[config.mk]
export PLATFORM = sky130hd
export DESIGN_NAME = mod_up_down_counter
export DESIGN_NICKNAME = d
export VERILOG_FILES = /design/src/rtl/counter_pkg.sv /design/src/rtl/udc_next_val.sv /design/src/rtl/mod_up_down_counter.sv
export SDC_FILE = /design/constraint.sdc
export NUM_CORES = 1
export LEC_CHECK = 0
export BUFFER_PORTS_ARGS = -buffer_cell sky130_fd_sc_hd__buf_4
export CAP_MARGIN = 10
export CORE_UTILIZATION = 45
export DETAILED_ROUTE_END_ITERATION = 8
export PLACE_DENSITY_LB_ADDON = 0.08
export SLEW_MARGIN = 20
export SYNTH_ARGS = -nofsm -noshare
export SYNTH_HDL_FRONTEND = slang
export SYNTH_HIERARCHICAL = 1
export SYNTH_SLANG_ARGS = --single-unit
[constraint.sdc]
create_clock -name clk -period 6.2 [get_ports clk]
set_clock_uncertainty 0.2 [all_clocks]
set_input_delay 0.93 -clock clk [delete_from_list [all_inputs] [get_ports clk]]
set_output_delay 0.93 -clock clk [all_outputs]
set_load 0.005 [all_outputs]
[src/rtl/counter_pkg.sv]
// Shared definitions for the modulo up/down counter family.
// Direction encodings and a clamp helper used for load values and step sizes.
package counter_pkg;

  localparam logic DIR_UP   = 1'b0;
  localparam logic DIR_DOWN = 1'b1;

  // Clamp v to maxv (both treated as unsigned 32-bit quantities).
  function automatic logic [31:0] clamp_max(input logic [31:0] v, input logic [31:0] maxv);
    return (v > maxv) ? maxv : v;
  endfunction

endpackage

[src/rtl/udc_next_val.sv]
// Next-count and wrap/saturate flag computation for the modulo up/down counter.
// Latency: purely combinational, zero cycles.
// Backpressure: none; the result is valid whenever the inputs are.
module udc_next_val
  import counter_pkg::*;
#(
  parameter int WIDTH = 4,
  parameter int MOD   = 10
) (
  input  logic [WIDTH-1:0] count,
  input  logic [WIDTH-1:0] s,
  input  logic             mode,
  input  logic             sat,
  output logic [WIDTH-1:0] next,
  output logic             ovf_n,
  output logic             udf_n
);

  // WIDTH+1 bits so that MOD = 2**WIDTH and the up-count carry are both representable.
  localparam logic [WIDTH:0] MOD_W = (WIDTH+1)'(MOD);
  localparam logic [WIDTH:0] MAX_W = (WIDTH+1)'(MOD - 1);

  logic [WIDTH:0] sum;

  assign sum = {1'b0, count} + {1'b0, s};

  always_comb begin
    next  = count;
    ovf_n = 1'b0;
    udf_n = 1'b0;
    if (mode == DIR_UP) begin
      if (sum > MAX_W) begin
        ovf_n = 1'b1;
        next  = sat ? MAX_W[WIDTH-1:0] : WIDTH'(sum - MOD_W);
      end else begin
        next = sum[WIDTH-1:0];
      end
    end else begin
      if (count >= s) begin
        next = count - s;
      end else begin
        udf_n = 1'b1;
        next  = sat ? '0 : WIDTH'({1'b0, count} + MOD_W - {1'b0, s});
      end
    end
  end

endmodule

[src/rtl/mod_up_down_counter.sv]
// Parametrised modulo up/down counter with load, enable, tc and ovf/udf pulses (UDC_SAT_EN adds sat).
// Latency: count/ovf/udf registered, one cycle; tc combinational from count and mode.
// Backpressure: none; en simply holds the count.
module mod_up_down_counter
  import counter_pkg::*;
#(
  parameter int WIDTH = 4,
  parameter int MOD   = 10
) (
  input  logic             clk,
  input  logic             rst,
  input  logic             en,
  input  logic             mode,
  input  logic [WIDTH-1:0] step,
  input  logic             load,
  input  logic [WIDTH-1:0] load_val,
`ifdef UDC_SAT_EN
  input  logic             sat,
`endif
  output logic [WIDTH-1:0] count,
  output logic             tc,
  output logic             ovf,
  output logic             udf
);

  localparam logic [31:0]      MAX32 = 32'(MOD - 1);
  localparam logic [WIDTH-1:0] MAX_V = WIDTH'(MOD - 1);

  logic [WIDTH-1:0] s_eff;
  logic [WIDTH-1:0] load_eff;
  logic [WIDTH-1:0] nxt;
  logic             ovf_n;
  logic             udf_n;
  logic             sat_sel;

`ifdef UDC_SAT_EN
  assign sat_sel = sat;
`else
  assign sat_sel = 1'b0;
`endif

  assign s_eff    = WIDTH'(clamp_max(32'(step), MAX32));
  assign load_eff = WIDTH'(clamp_max(32'(load_val), MAX32));

  udc_next_val #(
    .WIDTH (WIDTH),
    .MOD   (MOD)
  ) u_next (
    .count (count),
    .s     (s_eff),
    .mode  (mode),
    .sat   (sat_sel),
    .next  (nxt),
    .ovf_n (ovf_n),
    .udf_n (udf_n)
  );

  // Priority: rst > load > en > hold; flags only pulse on an enabled count.
  always_ff @(posedge clk) begin
    if (rst) begin
      count <= '0;
      ovf   <= 1'b0;
      udf   <= 1'b0;
    end else if (load) begin
      count <= load_eff;
      ovf   <= 1'b0;
      udf   <= 1'b0;
    end else if (en) begin
      count <= nxt;
      ovf   <= ovf_n;
      udf   <= udf_n;
    end else begin
      ovf   <= 1'b0;
      udf   <= 1'b0;
    end
  end

  assign tc = (mode == DIR_UP) ? (count == MAX_V) : (count == '0);

endmodule

# == Yosys cells after proc, flatten, opt, wreduce, memory -nomap -nowiden ==
# Index checks and enable logic that the tools add are counted.
# op_classes
bitwise,2
mux,10
n_lt_le_gt_ge,4
reduce_logical,4
eq_ne,1
add_sub_neg,5
# op_table
operator,count
2-to-1 mux 4 bit,7
> comparator 4 bit (second input constant),2
OR reduction 4 bit,2
subtractor 4 bit,2
adder 4 x 4 -> 5 bit,1
> comparator 5 x 4 -> 1 bit (second input constant),1
adder 4 bit (second input constant),1
equality test 4 bit (second input constant),1
>= comparator 4 bit,1
logical NOT 4 bit,1
subtractor 4 bit (second input constant),1
2-to-1 mux 1 bit,3
NOT 1 bit,2
nonzero test 2 bit,1
# word_totals
word_cells,29
inputBits,13
reg_bits,6
output_inout_bits,7

# == Depth between registers and ports, before layout ==
# depth
word_depth,8
mapped_depth,15
mapped_depth_nobuf,15

# == Modules after synthesis ==
# Netlist, hierarchy kept.
# by_module_without_submodules
mod,area_each_um2,n_inst,cells_per_inst,seq_area_each_um2
udc_next_val,598.1,1,76,0.0
mod_up_down_counter,325.3,1,36,120.1

# == Worst setup path before layout ==
# Ideal clock, no wire load.
# synth_path
kind,in2reg
start,in step[1]
end,reg count[1]
cell_stages,11
t_required_ns,5.914
arrival_ns,3.105
n_path_buf,0
setup_time_ns,0.086
slack_ns,2.810
cell_sequence,nor2b_1 > inv_1 > fa_1 > xnor2_1 > ha_1 > nand2_1 > and2_1 > a2111o_1 > o211ai_1 > a211oi_1 > a211oi_1
# synth_via
elab_chain_cells,8
word_cells_on_any_way,13
cone_classes,add/sub: 4; order compare: 3; mux: 6
# synth_lines
item,line,text
"start, declared",mod_up_down_counter.sv:14,"input logic [WIDTH-1:0] step,"
> comparator 4 bit,counter_pkg.sv:10,return (v > maxv) ? maxv : v;
2-to-1 mux 4 bit (*),counter_pkg.sv:10,
adder 4 x 4 -> 5 bit,udc_next_val.sv:25,"assign sum = {1'b0, count} + {1'b0, s};"
subtractor 4 bit or > comparator 5 x 4 -> 1 bit (tied branches),"udc_next_val.sv:34, udc_next_val.sv:32",
2-to-1 mux 4 bit,udc_next_val.sv:32,if (sum > MAX_W) begin
2-to-1 mux 4 bit (*),udc_next_val.sv:31,if (mode == DIR_UP) begin
net nxt[1],mod_up_down_counter.sv:31,logic [WIDTH-1:0] nxt;
2-to-1 mux 4 bit (*),mod_up_down_counter.sv:68,end else if (en) begin
2-to-1 mux 4 bit (*),mod_up_down_counter.sv:64,end else if (load) begin
"end signal, assigned",mod_up_down_counter.sv:65,count <= load_eff;
"end signal, assigned",mod_up_down_counter.sv:69,count <= nxt;
"end, declared",mod_up_down_counter.sv:20,"output logic [WIDTH-1:0] count,"
# The timed path passes the listed nets; every way through them passes the cells marked *. The select of a mux whose other input is x is not followed.
# A chain may end at the register's enable or synchronous reset.

# == Worst setup path after layout ==
# layout_path
start,in step[3]
end,reg count[1]
# layout_via
elab_chain_cells,8
word_cells_on_any_way,13
cone_classes,add/sub: 4; order compare: 3; mux: 6
# layout_lines
item,line,text
> comparator 4 bit (*),counter_pkg.sv:10,
2-to-1 mux 4 bit (*),counter_pkg.sv:10,
net s_eff[1],mod_up_down_counter.sv:29,logic [WIDTH-1:0] s_eff;
adder 4 x 4 -> 5 bit,udc_next_val.sv:25,
subtractor 4 bit or > comparator 5 x 4 -> 1 bit (tied branches),"udc_next_val.sv:34, udc_next_val.sv:32",
2-to-1 mux 4 bit,udc_next_val.sv:32,
2-to-1 mux 4 bit (*),udc_next_val.sv:31,
net nxt[1],mod_up_down_counter.sv:31,
2-to-1 mux 4 bit (*),mod_up_down_counter.sv:68,
2-to-1 mux 4 bit (*),mod_up_down_counter.sv:64,
# Marked as above.

==> reports/qor.yml <==
p_seq_frac: 0.235
root_buffer: "clkbuf_4"
antennaDiodeCount: 0
path_clk_slew_ns: 0.05
final_common_cell: "buf_4"
drt_iter0_markers: 18
startpoint_type: "input port"
cts_buffers: 3
hpwl_um: 1530
hold_violations: 0
path_max_fanout: 5
min_period_over_period: 0.567
layout.nets: 159
detailed_place.area_um2: 1070
cp.required_ns: 6.16
setup_tns_ns: 0
clkPwrFrac: 0.185
syn_area_um2: 923
cts_tree: "done"
fmax_mhz: 284
intPower_mw: 0.119
leakagePower_nw: 0.524
postCtsHoldBufs: 0
dr.max_layer_used: "met4"
path_common_cell: "a211oi_1"
row_count: 16
crit_chain: "buf_4 -> nor2b_1 -> inv_1 -> fa_1 -> xnor2_1 -> ha_1 -> nand2_1 -> and2_1 -> a2111o_1 -> o211ai_1 -> a211oi_1 -> a211oi_1"
cp_slowest_cell: "fa_1"
drt-met1-wl_um: 980
via_count: 788
avgSynthCellArea_um2: 8.24
vias_per_cell: 5.05
globalRoute.totalOverflow: 0
cts.htree.levels: 1
drc: 0
met3_length_um: 77
die_area_um2: 2240
netSwitchingFraction: 0.393
gp_congestion: 0.941
io_buffers: 19
rsz0062_at_grt: "no"
async_flop_share: 0
grt_max_degree: 15
die_w_um: 47.3
finalWirelength_um: 1850
peakVddDrop_uv: 125
synth_nets: 140
dr_wl_met2_um: 779
ys_seq_area_frac: 0.130
start_util: 0.476
maxCapViolations: 0
grt_pass1_wl_um: 3150
yosys_warnings: 6
wl_per_cell_um: 11.9
path_class: "input port to flip-flop"
cts.sinks: 6
core-area_um2: 1940
synth-edff-count: 0
outcome: "complete, no violations"
cpPeakStageDelay_ns: 0.45
groute.usage.overall: 0.202
io-pin-count: 20
worstPathArrival_ns: 3.48
syn_inst: 112
antenna_found_initial: 0
power.share.combinational: 0.580
die_h_um: 47.3
p_per_area_nw_per_um2: 179
layout_common_cells: "buf_4, inv_1, ha_1, nor2_1, a211oi_1"
ys_seq_elements: 6
rrSetupSlack_ns: 3.31
slew_violations: 0
cp_num_buf_inv: 2
drt.antenna.violating_nets: 0
hold_class: "flip-flop to flip-flop"
synth_ff_type: "dfxtp_1"
drive_above_1_share: 0.202
clk_latency_ns: 0.25
final-setup-viol-count: 0
fin_area_um2: 1090
synthToLayoutAreaGrowth_pct: 18.6
cts_max_path_buffers: 2
cts-resized-gates: 0
endpoint_kind: "flip-flop"
fin_crit_ns: 3.52
first_pass_iters: 4
cts_setup_buffers: 0
synth_cell_type_count: 40
first_global_vias: 686
crit_family: "compound AO/OA/AOI/OAI gates"
net-switching-power_mw: 0.0772
worst_pin_slew_ns: 0.583
relSlewSlack: 0.611
==> path summary, 6_finish.rpt <==
| check | startpoint | to | depth (start not counted) |
|---|---|---|---|
| hold / removal | count[3] | count[3] | 3 |
| hold reg to reg | count[3] | count[3] | 3 |
| setup reg to reg | count[0] | count[1] | 11 |
| setup / recovery | step[3] | count[1] | 12 |
==> cell families (layout without fill, tap and decap cells) <==
logic type | count (synthesis) | after routing | share of synthesized area
compound gates | 31 | 31 | 0.259
xor+xnor | 4 | 4 | 0.0461
fa+ha+maj | 15 | 15 | 0.236
buf+inv | 17 | 34 | 0.0786
flops | 6 | 6 | 0.130
mux | 3 | 3 | 0.0379
other cells | 1 | 1 | 0.00406
simple gates | 35 | 35 | 0.209
==> power by group through the flow <==
stage               combinational [mW]  clock [mW]  sequential, mW
floorplan                       0.0850           0          0.0460
global placement                 0.112           0          0.0470
detailed placement               0.112           0          0.0470
CTS                              0.113      0.0371          0.0464
global route                     0.129      0.0416          0.0469
finish                           0.114      0.0363          0.0461
==> stage by stage <==
| stage | util | power (mW) | instances | setup slack [ns] | hold slack, ns |
|---|---|---|---|---|---|
| 6_report | 0.564 | 0.196 | 156 | 2.68 | 0.636 |
| 5_1_grt | 0.564 | 0.217 | 156 | 2.42 | 0.692 |
| 3_5_place_dp | 0.552 | 0.159 | 153 | 2.45 | 0.632 |
| 2_1_floorplan | - | 0.131 | 112 | 2.81 | 0.564 |
| 3_3_place_gp | 0.552 | 0.159 | 153 | 2.54 | 0.638 |
| 4_1_cts | 0.564 | 0.196 | 156 | 2.68 | 0.641 |
==> flip-flops by register name (all words and copies together) (netlist names) <==
signal  cells
count       4
ovf         1
udf         1
==> worst register-to-register path, stage by stage, from the launching register on <==
cell and delay, ns:
dfxtp_1 0.41, ha_1 0.21, inv_1 0.06, fa_1 0.41
xnor2_1 0.28, ha_1 0.24, nand2_1 0.07, and2_1 0.17
a2111o_1 0.36, o211ai_1 0.10, a211oi_1 0.11, a211oi_1 0.20
==> layer usage <==
| layer | vias to the layer above | track usage |
|---|---|---|
| li1 | 425 | - |
| met1 | 340 | 0.318 |
| met2 | 21 | 0.268 |
| met3 | 2 | 0.0692 |
| met4 | 0 | 0.0171 |
| met5 | - | 0 |
==> Yosys cell counts (2+ instances only) <==
cell,n,area (um2)
nand3b_1,2,15.0
nand2b_1,5,31.3
a21oi_1,3,15.0
nor3_1,2,10.0
a21o_1,3,22.5
o21ai_0,4,20.0
dfxtp_1,6,120
clkbuf_1,3,11.3
and2_1,3,18.8
nor4bb_1,2,20.0
nand2_1,5,18.8
nor2b_1,5,31.3
nor2_1,10,37.5
xnor2_1,2,17.5
inv_1,11,41.3
fa_1,4,80.1
a211oi_1,7,52.6
o211ai_1,2,15.0
ha_1,11,138
mux2i_1,2,20.0
==> layout make-up <==
class,count,area [um2]
Multi-Input combinational cell,89,731
Tap cell,27,33.8
Fill cell,189,847
Inverter,12,45.0
Clock buffer,3,22.5
Sequential cell,6,120
Timing Repair Buffer,19,143
Power figures use the tool's default switching activity.
